==> config.mk <==
export PLATFORM = sky130hd
export DESIGN_NAME = ram_datos_arbiter
export DESIGN_NICKNAME = d
export VERILOG_FILES = /design/src/rtl/ram_datos_arbiter.sv
export SDC_FILE = /design/constraint.sdc
export NUM_CORES = 1
export LEC_CHECK = 0
export CAP_MARGIN = 40
export CORE_AREA = 4 4 68 70
export CTS_BUF_LIST = sky130_fd_sc_hd__clkbuf_16
export DETAILED_ROUTE_END_ITERATION = 10
export DIE_AREA = 0 0 72 74
export PLACE_DENSITY = 0.75
export SYNTH_ARGS = -nofsm -noshare
export SYNTH_HDL_FRONTEND = slang
export SYNTH_SLANG_ARGS = --single-unit
==> constraint.sdc <==
create_clock -name clk -period 1.8 [get_ports clk]
set_clock_uncertainty 0.1 [all_clocks]
set_input_delay 0.27 -clock clk [delete_from_list [all_inputs] [get_ports clk]]
set_output_delay 0.27 -clock clk [all_outputs]
set_load 0.02 [all_outputs]
==> src/rtl/ram_datos_arbiter.sv <==
// Arbiter sharing one 256x8 data RAM between the CPU data port (port 0) and a
// second bus master (port 1), with round-robin handover and a bounded burst.
module ram_datos_arbiter #(
  parameter int DW        = 8,
  parameter int AW        = 8,
  parameter int MAX_BURST = 4
) (
  input  logic          clk,
  input  logic          rst,
  input  logic          req0,
  input  logic          req1,
  input  logic          we0,
  input  logic          we1,
  input  logic [AW-1:0] addr0,
  input  logic [AW-1:0] addr1,
  input  logic [DW-1:0] wdata0,
  input  logic [DW-1:0] wdata1,
  output logic          gnt0,
  output logic          gnt1,
  output logic          ack0,
  output logic          ack1,
  output logic [DW-1:0] rdata0,
  output logic [DW-1:0] rdata1,
  output logic [AW-1:0] ram_addr,
  output logic [DW-1:0] ram_wdata,
  output logic          ram_rw,
  input  logic [DW-1:0] ram_rdata,
  output logic [1:0]    dbg_state_o
);

  typedef enum logic [1:0] {
    IDLE = 2'd0,
    OWN0 = 2'd1,
    OWN1 = 2'd2
  } state_e;

  localparam int            CW       = (MAX_BURST > 1) ? $clog2(MAX_BURST) : 1;
  localparam logic [CW-1:0] CNT_LAST = CW'(MAX_BURST - 1);

  state_e          state_q, state_d;
  logic            last_q, last_d;
  logic [CW-1:0]   cnt_q, cnt_d;
  logic            ack0_q, ack0_d, ack1_q, ack1_d;
  logic [DW-1:0]   rdata0_q, rdata0_d, rdata1_q, rdata1_d;

  logic            acc0, acc1, burst_end;

  // Handshake: a port holds req (and, while ungranted, stable addr/we/wdata).
  // Each cycle with gnt=1 and req=1 is one access; its ack (and read data)
  // appears registered in the following cycle. req=0 while granted = no access.
  assign acc0      = (state_q == OWN0) && req0;
  assign acc1      = (state_q == OWN1) && req1;
  assign burst_end = (cnt_q == CNT_LAST);

  always_comb begin
    state_d = state_q;
    last_d  = last_q;
    cnt_d   = cnt_q;
    case (state_q)
      IDLE: begin
        // Both requesting: the port that was not granted last goes first.
        if (req0 && (!req1 || last_q)) begin
          state_d = OWN0;
          last_d  = 1'b0;
          cnt_d   = '0;
        end else if (req1) begin
          state_d = OWN1;
          last_d  = 1'b1;
          cnt_d   = '0;
        end
      end
      OWN0: begin
        if (!req0) begin
          cnt_d   = '0;
          state_d = req1 ? OWN1 : IDLE;
          if (req1) last_d = 1'b1;
        end else if (burst_end) begin
          cnt_d = '0;
          if (req1) begin
            state_d = OWN1;
            last_d  = 1'b1;
          end
        end else begin
          cnt_d = cnt_q + 1'b1;
        end
      end
      OWN1: begin
        if (!req1) begin
          cnt_d   = '0;
          state_d = req0 ? OWN0 : IDLE;
          if (req0) last_d = 1'b0;
        end else if (burst_end) begin
          cnt_d = '0;
          if (req0) begin
            state_d = OWN0;
            last_d  = 1'b0;
          end
        end else begin
          cnt_d = cnt_q + 1'b1;
        end
      end
      default: begin
        state_d = IDLE;
        cnt_d   = '0;
      end
    endcase
  end

  // RAM lines are forced to zero outside access cycles so nothing strays.
  always_comb begin
    ram_addr  = '0;
    ram_wdata = '0;
    ram_rw    = 1'b0;
    if (acc0) begin
      ram_addr  = addr0;
      ram_wdata = wdata0;
      ram_rw    = we0;
    end else if (acc1) begin
      ram_addr  = addr1;
      ram_wdata = wdata1;
      ram_rw    = we1;
    end
  end

  always_comb begin
    ack0_d   = acc0;
    ack1_d   = acc1;
    rdata0_d = (acc0 && !we0) ? ram_rdata : rdata0_q;
    rdata1_d = (acc1 && !we1) ? ram_rdata : rdata1_q;
  end

  always_ff @(posedge clk or negedge rst) begin
    if (!rst) begin
      state_q  <= IDLE;
      last_q   <= 1'b1;
      cnt_q    <= '0;
      ack0_q   <= 1'b0;
      ack1_q   <= 1'b0;
      rdata0_q <= '0;
      rdata1_q <= '0;
    end else begin
      state_q  <= state_d;
      last_q   <= last_d;
      cnt_q    <= cnt_d;
      ack0_q   <= ack0_d;
      ack1_q   <= ack1_d;
      rdata0_q <= rdata0_d;
      rdata1_q <= rdata1_d;
    end
  end

  assign gnt0        = (state_q == OWN0);
  assign gnt1        = (state_q == OWN1);
  assign ack0        = ack0_q;
  assign ack1        = ack1_q;
  assign rdata0      = rdata0_q;
  assign rdata1      = rdata1_q;
  assign dbg_state_o = state_q;

endmodule

* Yosys cells after proc, flatten, opt, wreduce, memory -nomap -nowiden *
Cells that the tools add are included.

word-level totals
  bits in registers = 23
  input port bits = 46
  output and inout bits = 39
  logic and storage cells = 58

cells by class
  add/sub/neg operators = 1
  equal/unequal tests = 7
  muxes and demuxes = 30
  reduce and logical (&&, ||, !) cells = 13

operators by type and width
  cell                                                                     number
  8-bit 2-to-1 mux                                                         4
  2-bit 2-to-1 mux                                                         13
  2-bit case mux with 3 select lines                                       2
  1-bit 2-to-1 mux                                                         10
  3-bit by 2-bit inequality test with 1-bit output, second input constant  2
  3-bit inequality test, second input constant                             2
  3-bit AND reduction                                                      2
  1-bit logical AND                                                        5
  2-bit == test, second input constant                                     2
  1-bit zero test                                                          3
  1-bit case mux with 3 select lines                                       1
  3-bit nonzero test                                                       1
  2-bit by 1-bit adder with 2-bit output, second input constant            1
  2-bit by 1-bit == test with 1-bit output, second input constant          1
  2-bit zero test                                                          1
  1-bit logical OR                                                         1

* Logic depth before layout (Yosys ltp) *
Gate-level depths: netlist (run 1).

  word-level depth = 5
  gate-level depth with buffers = 8
  gate-level depth less buffers = 7

* Worst setup path after synthesis (run 1) *
OpenSTA, ideal clock, no wires.

  kind = register to output
  start = reg state_q[1] (netlist: dbg_state_o[1])
  end = out ram_addr[0]
  data arrival time = 1.743 ns
  data required time = 1.430 ns
  slack = -0.313 ns
  stages on the path, launching flop included = 9
  path buffers = 2
  cells stage by stage = dfrtp_1 -> inv_1 -> ha_1 -> nand2_2 -> inv_2 -> buf_6 -> nor2_4 -> buf_4 -> a22o_1

between the ends
  elaborated cells between the ends (all ways) = 6
  classes of those cells = eq/ne (2); mux (2); reduce/logical (2)

RTL lines
  item                                      RTL line  RTL
  start: declaration                        40        state_e state_q, state_d;
  start signal: assignment                  142       state_q <= state_d;
  2-bit by 1-bit == test with 1-bit output  --
  via gnt0                                  18        output logic gnt0,
  1-bit logical AND                         51        assign acc0 = (state_q == OWN0) && req0;
  8-bit 2-to-1 mux                          114       if (acc0) begin
  end: declaration                          24        output logic [AW-1:0] ram_addr,

The timed path passes the listed nets, and every way through them passes these cells.

* Worst setup path after layout (run 1) *
  start = reg state_q[1] (netlist: dbg_state_o[1])
  end = out ram_addr[2]

between the ends
  cells in the longest elaborated chain, start to end = 4
  elaborated cells between the ends (all ways) = 6
  classes of those cells = eq/ne (2); mux (2); reduce/logical (2)

RTL lines
  item                  RTL line  RTL
  2-bit == test         52        assign acc1 = (state_q == OWN1) && req1;
  1-bit logical AND     52
  8-bit 2-to-1 mux      118       end else if (acc1) begin
  8-bit 2-to-1 mux (*)  114

Mark *: on every way between the ends. The rest lies on a longest branch, timed or not.

==> impl_results.md, run 1 <==
- Outcome: complete, but fails checks
- Failing checks: negative setup slack
- Top-count cell post-synth: dfrtp_1
- Initial drt markers: 50
- Number of global-route vias before repair: 1400
- Final antenna-violating net count: 0
- Pwr dens: 1470 nW/um^2
- Critical Path Most Common Cell: buf_6
- Most used DFF post-synth: dfrtp_1
- DP HPWL: 3200 um
- # IOs: 85
- Core area: 3970 sq um
- Final period utilization: 109%
- CTS root buffer: clkbuf_16
- Max Cap Viol: 0
- Most used routing layer: met2
- WL final: 4230 um
- Endpoints failing setup: 17
- Flops & latches, synth: 23
- Hold Buf Count CTS: 0
- Syn. warnings: 0
- Worst reg2reg startpoint: dbg_state_o[1]
- Drt first pass iters: 4
- Post-Synthesis Mean Instance Area: 12.2 sq um
- CTS tree: done
- Buffers added on ports: 84
- RSZ-0062 raised after global routing: true
- Worst hold path type: in2async
- TNS Setup: -2.29 ns
- Crit path required time: 1.43 ns
- Fin crit period: roughly 2 ns
- CP Launch Type: register
- GR Util met1: 14.7%
- Leak pwr: between 1 and 1.5 nW
- Htree depth: 1
- Critical path buffers and inverters: 3
- Synth area leaders: dfrtp_1, a22o_1, mux2_4, mux2_1, ha_1
- Met3 GRT Util: between 6 and 7%
- CP max stage cell: dfrtp_2
- Placer Congestion: 0.860
- Final Hold Viols: 0
- Critical Path Source: dbg_state_o[1]
- PnR Total Power: 3.89 mW
- Post-synth EDFFs: 0
- Post-synth top cells: dfrtp_1, a22o_1, mux2_1, mux2_4, ha_1
- Top-area cell type share of the netlist area: 43.5%
- Worst Tran Pin Value: 0.291 ns
- Antenna violations before repair: 0
- Inserted Clock Buffers: 3
- Slowest cell delay on critical path: 0.41 ns
- Area growth, synth to finish: 109%
- Layout cells sized above 1: roughly two fifths
- DR DRC count: 0
- Full die area: 5330 sq um
- Clk buf depth: 2
- Cell type with the largest total area after synthesis: dfrtp_1
- CP top delay family: buffers and inverters
- Post-DP Area: about 2400 sq um
- Peak supply drop: between 0.5 and 0.6 mV
- Routed len/inst: 16.3 um
- Seq/Total Area, Yosys: a little under half
- Ys async rst share: 100%
- Worst setup EP type: output pin
- Initial Util: 31.9%
- Fill count: 278
- Slew margin rel.: 80.6%
- ANT cells: 0
- Data arrival, critical path: 1.60 ns
- Via count: 1296
- Largest net degree at the start of global routing: 24
- Syn_nets: 155
- Row cnt: 23
- Die Span X: between 70 and 80 um
- Worst-path clk slew: approximately 0.06 ns
- GR Util met2: 28.8%
- Worst Path Max Fanout: 8
- Critical path, cell by cell: buf_6 -> ha_4 -> nand2_4 -> nor2_4 -> clkbuf_16 -> a22o_4 -> buf_6
- Gr ovfl total: 0
- Vias per inst: 4.98
- Setup CP Type: reg2out
- Cell variety after synth: 31
- Reg-to-reg endpoint: last_q
- Slew Viols, Final: 0
- Final Instance Area: 2650 sq um
- Clk sinks: 23
- Worst R2R Path Depth: 6
- Final WS setup: -0.166 ns
- Gate Count Post-Synth: roughly 100
- Synthesized area: 1260 sq um
- R2r setup slk: 0.05 ns
- GR Util All Layers: 15.4%
- Chip height: 74 um
- First-pass GRT wire length: 6380 um
- Final-stage net count: 262
- Clk_lat worst skew: 0.26 ns
- Fmax achieved: 0.509 GHz
-- cell usage in the layout (no fill, tap or decap), types with 2 or more instances in the layout --
cell / count
clkdlybuf4s50_1: 63
dfrtp_1: 20
buf_6: 20
buf_4: 16
a22o_4: 10
mux2_4: 8
mux2_1: 8
a22o_1: 6
clkbuf_16: 4
nand2_1: 3
nor2_1: 3
buf_12: 3
nand2_4: 2
inv_2: 2
nand2b_4: 2
nand2b_1: 2
o21ai_1: 2
a2bb2oi_1: 2
a32o_1: 2
ha_4: 2
ha_1: 2
dfrtp_2: 2
dlygate4sd2_1: 2
-- how the worst max path moves through the flow --
stage          cells after the start  slack (ns)          end
2_1_floorplan                      8       -0.02  ram_addr[0]
3_3_place_gp                       7       -0.48  ram_addr[0]
3_5_place_dp                       7       -0.50  ram_addr[0]
4_1_cts                            7       -0.17  ram_addr[3]
5_1_grt                            8       -0.22  ram_addr[2]
6_report                           7       -0.17  ram_addr[2]
-- registers in the layout, indices dropped and copies added, names as in the netlist --
register / count
rdata0: 8
last_q: 1
dbg_state_o: 2
cnt_q: 2
ack0: 1
ack1: 1
rdata1: 8
-- per-stage QoR --
step | util, % | instances | hold WS (ns) | worst slack, ns
detailed placement | 61.1 | 251 | 0.385 | -0.499
global placement | 61.1 | 251 | 0.375 | -0.480
CTS | 64.7 | 257 | 0.279 | -0.169
finish | 66.7 | 260 | 0.266 | -0.166
global route | 66.7 | 260 | 0.307 | -0.220
floorplan | - | 104 | -0.126 | -0.0191
-- power breakdown --
| group | switching, mW | internal, mW |
|---|---|---|
| combinational | 1.12 | 1.38 |
| sequential | 0.144 | 0.766 |
| clock | 0.182 | 0.299 |
| total | 1.45 | 2.44 |
-- per-layer routing --
| layer | vias to the layer above | routed length (um) |
|---|---|---|
| met5 | - | 0 |
| met4 | 0 | 78 |
| met3 | 7 | 523 |
| met2 | 86 | 2170 |
| met1 | 607 | 1460 |
| li1 | 596 | - |
-- timing repair --
item                       4_1_cts  5_1_grt
resized for setup              113       14
gates cloned                     0        1
pin swaps                        2        5
buffers inserted                 2        3
setup endpoints to repair       27       26
-- cells by family (layout without fill, tap and decap cells) --
kind of cell    after synthesis  count (layout)  synth area share (%)
compound gates               32              32                  20.3
fa+ha+maj                     5               5                  4.95
buf+inv                      10             116                  4.65
flops                        23              23                  45.6
mux                          17              17                  17.4
simple gates                 17              17                  7.12
-- final cells by class --
class	count	area, sq um	share of cell area [%]
flip-flops and latches	23	579	21.9
inverters	5	26.3	0.992
multi-input cells	71	798	30.2
repair buffers	107	1100	41.6
clock inverters	1	5.00	0.189
clock buffers	3	75.1	2.84
well taps	50	62.6	2.36
Power figures use the tool's default switching activity.
==> inputs of run 2 (changes only) <==
- CORE_AREA: 4 4 68 70 -> 2 2 55 83
- DIE_AREA: 0 0 72 74 -> 0 0 57 85
- PLACE_DENSITY: 0.75 -> 0.73
==> impl_results.md, run 2 (synthesis results as in run 1) <==
- Outcome: complete, but fails checks
- Failing checks: negative setup slack
- Hold_ws: 0.263 ns (-0.00288 ns)
- Worst setup EP type: output pin
- Worst R2R Path Depth: 9 (+3)
- Max Cap Viol: 0 (unchanged)
- Slew margin rel.: 74.8% (-5.8 points)
- CP Launch Type: register
- Layout cells sized above 1: 37.6% (-2.9 points)
- Worst Path Max Fanout: 11 (+3)
- Drt first pass iters: 4 (unchanged)
- Slowest cell delay on critical path: 0.44 ns (+0.03 ns)
- R2r setup slk: 0.03 ns (-0.02 ns)
- Htree depth: 1 (unchanged)
- Peak supply drop: 0.948 mV (+76%)
- Crit path required time: 1.43 ns (about the same)
- WL final: 4120 um (-2.6%)
- Via count: 1319 (+1.8%)
- TNS Setup: -2.67 ns (-0.378 ns)
- Clk_lat worst skew: 0.26 ns (about the same)
- Chip height: 85 um (+15%)
- Critical path buffers and inverters: 4 (+1)
- Clk buf depth: 2 (unchanged)
- CTS tree: done
- Fmax achieved: 0.506 GHz (-0.58%)
- Clk sinks: 23 (unchanged)
- Critical path, cell by cell: inv_2 -> ha_4 -> nand2_4 -> inv_6 -> nor2_4 -> buf_12 -> a22o_4 -> buf_6
- ANT cells: 0 (unchanged)
- Worst-path clk slew: 0.06 ns (about the same)
- Final period utilization: 110% (+0.64 points)
- CTS root buffer: clkbuf_16
- Vias per inst: 5.15 (+3.4%)
- Most common cell after layout, fill and taps aside: clkdlybuf4s50_1
- RSZ-0062 raised after global routing: true
- Critical Path Source: dbg_state_o[1]
- Inserted Clock Buffers: 3 (unchanged)
- Worst reg2reg startpoint: dbg_state_o[1]
- WP depth: 8 (+1)
- Worst hold path type: in2async
- CP top delay family: flip-flops
- Routed len/inst: 16.1 um (-1.1%)
- Largest net degree at the start of global routing: 24 (unchanged)
- Initial drt markers: 29 (-42%)
- Final-stage net count: 262 (unchanged)
- Slew Viols, Final: 0 (unchanged)
- Commonest non-fill, non-tap cells in the layout: clkdlybuf4s50_1, buf_6, dfrtp_1, buf_4, a22o_4
- Core area: 4140 sq um (+4.2%)
- Final antenna-violating net count: 0 (unchanged)
- # IOs: 85 (unchanged)
- Final WS setup: -0.178 ns (-0.0115 ns)
- Post-DP Area: 2410 sq um (-0.52%)
- GR Util All Layers: 18.4% (+3.0 points)
- Placer Congestion: 0.883 (+2.7%)
- Initial Util: 30.6% (-1.3 points)
- Reg-to-reg endpoint: rdata1[2]
- DP HPWL: 3300 um (+3.2%)
- Final Instance Area: 2610 sq um (-1.6%)
- DR DRC count: 0 (unchanged)
- Area growth, synth to finish: 106%
- Buffers added on ports: 84 (unchanged)
- Final Hold Viols: 0 (unchanged)
- Hold Buf Count CTS: 0 (unchanged)
- Worst Tran Pin Value: 0.368 ns (+0.0774 ns)
- Antenna violations before repair: 0 (unchanged)
- Row cnt: 29 (+26%)
- Full die area: 4850 sq um (-9.1%)
- Die Span X: 57 um (-21%)
- Endpoints failing setup: 17 (unchanged)
- Pwr dens: 1470 nW/um^2 (+0.33%)
- Place WS: -0.518 ns (-0.0193 ns)
- Fin crit period: 1.98 ns (+0.0115 ns)
- First-pass GRT wire length: 6890 um (+7.9%)
- Setup CP Type: reg2out
- Gr ovfl total: 0 (unchanged)
- Number of global-route vias before repair: 1527 (+9.1%)
- CP max stage cell: dfrtp_2
- Leak pwr: 1.22 nW (-1.5%)
- Data arrival, critical path: 1.61 ns (about the same)
[run 2: cell types whose count changed in the layout (fill, tap and decap cells not counted), sizes merged]
cell | before | now
clkdlybuf4s50 | 63 | 64
dlymetal6s2s | 1 | 0
clkbuf | 4 | 3
buf | 39 | 40
[run 2: cell type report]
cell class | instances | area (sq um)
fill | 342 | 1530
timing repair buffer | 107 | 1080
multi-input combinational | 71 | 778
sequential | 23 | 579
clock buffer | 3 | 75.1
tap | 46 | 57.6
inverter | 5 | 26.3
clock inverter | 1 | 5.00
[run 2: where the power goes]
part	total [mW]	leakage (nW)	switching, mW	internal (mW)
clock network	0.479	0.0409	0.181	0.299
registers	0.919	0.281	0.153	0.766
logic	2.44	0.900	1.10	1.34
[run 2: worst max path at each step]
stage / endpoint / slack, ns
finish: ram_addr[5] / -0.18
global route: ram_addr[1] / -0.22
CTS: ram_addr[3] / -0.17
detailed placement: ram_wdata[0] / -0.52
global placement: ram_addr[1] / -0.47
floorplan: ram_addr[0] / -0.02
[run 2: metal layers]
metal / track usage, % / vias to the layer above / share of wire [%] / wire (um)
li1: - / 598 / - / -
met4: 8.03 / 0 / 2.6 / 107
met3: 7.32 / 8 / 10 / 428
met1: 18.1 / 631 / 33 / 1380
met5: 0 / - / 0 / 0
met2: 33.2 / 82 / 53 / 2200
[run 2: worst register-to-register path, stage by stage, from the launching register on]
cell	delay (ns)
dfrtp_2	0.44
buf_6	0.13
ha_4	0.16
nand2_4	0.09
buf_6	0.11
inv_4	0.03
buf_6	0.11
nand2b_4	0.07
buf_12	0.13
mux2_4	0.30
[run 2: repair_timing]
item,4_1_cts,5_1_grt
setup buffers,5,2
pin swaps,2,2
gates resized for setup,111,7
endpoints found under the setup margin,27,27
[run 2: through the flow]
step                      total power, mW  utilization (%)  instances
after floorplan                      2.15                -        104
after global placement               3.15             58.3        246
after detailed placement             3.23             58.3        246
after CTS                            3.82             62.0        254
after global routing                 4.06             63.0        256
final                                3.84             63.0        256
==> inputs of run 3 (changes only) <==
- CORE_AREA: 2 2 55 83 -> 2 2 53 79
- DIE_AREA: 0 0 57 85 -> 0 0 55 81
- PLACE_DENSITY: 0.73 -> 0.76
- clock period: 1.8 -> 2.1 ns (I/O delays scaled with it)
==> impl_results.md, run 3 (synthesis results as in run 1) <==
- Final-stage net count: 259 (-1.1%)
- Routed len/inst: 15.4 um (-4.5%)
- Internal power: 1.86 mW (-23%)
- WL final: 3870 um (-6.0%)
- Placer Congestion: 0.730 (-17%)
- Slowest cell delay on critical path: 0.44 ns (about the same)
- Final antenna-violating net count: 0 (unchanged)
- Crit path required time: 1.68 ns (+0.25 ns)
- Htree depth: 1 (unchanged)
- Final Non-Filler Cells: 252 (-1.6%)
- Data arrival, critical path: 1.66 ns (+0.05 ns)
- Most used routing layer: met2
- CTS tree: done
- Via count: 1299 (-1.5%)
- Placed insts: 244 (-0.81%)
- Die Span X: 55 um (-3.5%)
- Slew Viols, Final: 0 (unchanged)
- Setup CP Type: reg2out
- Worst Tran Pin Value: 0.474 ns (+0.106 ns)
- Final Instance Area: 2300 sq um (-12%)
- Max Cap Viol: 0 (unchanged)
- Final Hold Viols: 0 (unchanged)
- Core area: 3850 sq um (-6.8%)
- CP max stage cell: dfrtp_1
- Row cnt: 28 (-3.4%)
- Clk_lat worst skew: 0.25 ns (about the same)
- PnR Total Power: 3.00 mW (-22%)
- Flop pwr share: 26.1% (+2.2 points)
- Most common cell after layout, fill and taps aside: clkdlybuf4s50_1
- Slew margin rel.: 67.6% (-7.2 points)
- Peak supply drop: 0.726 mV (-23%)
- DP HPWL: 3170 um (-4.0%)
- Worst hold path type: in2async
- Worst setup EP type: output pin
- Critical path, cell by cell: inv_2 -> ha_1 -> nand2_2 -> nor2_4 -> buf_12 -> a22o_1 -> buf_2
- DR DRC count: 0 (unchanged)
- Endpoints failing setup: 0 (-17)
- Worst Path Max Fanout: 16 (+5)
- Met3 GRT Util: 4.60% (-2.7 points)
- ANT cells: 0 (unchanged)
- Initial drt markers: 31 (+6.9%)
- Number of global-route vias before repair: 1341 (-12%)
- Leak pwr: 1.09 nW (-11%)
- CP Launch Type: register
- Critical path buffers and inverters: 3 (-1)
- GR Util met2: 33.0% (-0.25 points)
- Drt first pass iters: 4 (unchanged)
- Largest net degree at the start of global routing: 24 (unchanged)
- Clk buf depth: 2 (unchanged)
- Psw: 1.14 mW (-20%)
- Hold Buf Count CTS: 0 (unchanged)
- GR Util met1: 19.1% (+1.1 points)
- Inserted Clock Buffers: 3 (unchanged)
- First-pass GRT wire length: 5870 um (-15%)
- CP top delay family: flip-flops
- GR Util All Layers: 18.3% (-0.15 points)
- Full die area: 4460 sq um (-8.0%)
- Gr ovfl total: 0 (unchanged)
- Commonest non-fill, non-tap cells in the layout: clkdlybuf4s50_1, dfrtp_1, buf_4, a22o_1, buf_2
- Buffers added on ports: 84 (unchanged)
- Combinational Power Share: 60.3% (-3.3 points)
- Sw frac: 38.0% (+0.71 points)
- Chip height: 81 um (-4.7%)
- Fin crit period: between 2 and 2.5 ns
- Vias per inst: 5.15 (about the same)
- Area growth, synth to finish: 81.8%
- Fill count: 353 (+3.2%)
- Final core occ: 59.7% (-3.3 points)
- Clk pwr share: 13.6% (+1.1 points)
- Outcome: completed
- CTS root buffer: clkbuf_16
- Initial Util: 32.8% (+2.2 points)
- Fmax achieved: 0.482 GHz
- Worst-path clk slew: 0.06 ns (about the same)
- Pwr dens: 1310 nW/um^2 (-11%)
- Layout cells sized above 1: 29.5% (-8.2 points)
- Post-DP Area: 2250 sq um (-6.9%)
- # IOs: 85 (unchanged)
- Final period utilization: 98.8%
- Clk sinks: 23 (unchanged)
- Antenna violations before repair: 0 (unchanged)
==> run 3: cell types whose count changed in the layout (fill, tap and decap cells not counted), sizes merged <==
cell and change:
clkbuf +1, buf -4, clkdlybuf4s50 +1, clkdlybuf4s15 -1
==> run 3: power groups by stage <==
stage                     Clock, mW  Sequential (mW)  Combinational, mW
final                         0.408            0.785               1.81
after global routing          0.433            0.807               1.92
after CTS                     0.413            0.782               1.77
after detailed placement          0            0.788               1.83
after global placement            0            0.770               1.78
after floorplan                   0            0.998              0.724
==> run 3: per-layer routing <==
metal | wire length, um | vias to the layer above
met5 | 0 | -
met4 | 78 | 0
met3 | 347 | 6
met2 | 2140 | 88
met1 | 1310 | 614
li1 | - | 591
==> run 3: per-stage QoR <==
| step | setup WS, ns | hold WS [ns] | TNS [ns] |
|---|---|---|---|
| global route | -0.0123 | 0.356 | -0.0376 |
| finish | 0.0251 | 0.324 | 0 |
| global placement | -0.355 | 0.376 | -5.34 |
| detailed placement | -0.378 | 0.384 | -5.88 |
| floorplan | 0.0456 | -0.0806 | 0 |
| CTS | 0.00419 | 0.346 | 0 |
==> run 3: layout make-up <==
class | instances | area [sq um] | share of cell area [%]
inverter | 5 | 21.3 | 0.925
multi-input combinational | 71 | 642 | 27.9
tap | 45 | 56.3 | 2.45
timing repair buffer | 104 | 922 | 40.1
clock buffer | 3 | 75.1 | 3.26
clock inverter | 1 | 5.00 | 0.218
sequential | 23 | 578 | 25.1
==> run 3: path summary, 6_finish.rpt <==
path / to / startpoint / cells after the start / slack, ns
max in group asynchronous: last_q / rst / 2 / 1.29
setup / recovery: ram_wdata[5] / dbg_state_o[0] / 7 / 0.03
min in group clk: rdata0[5] / rdata0[5] / 1 / 0.39
hold / removal: dbg_state_o[0] / rst / 2 / 0.32
hold reg to reg: rdata0[5] / rdata0[5] / 1 / 0.39
setup reg to reg: rdata1[4] / dbg_state_o[0] / 8 / 0.24
==> run 3: what timing repair did <==
action,CTS,global route
pin swaps,1,1
setup buffers,1,3
resized for setup,69,6
endpoints found under the setup margin,19,17
cloned,0,0
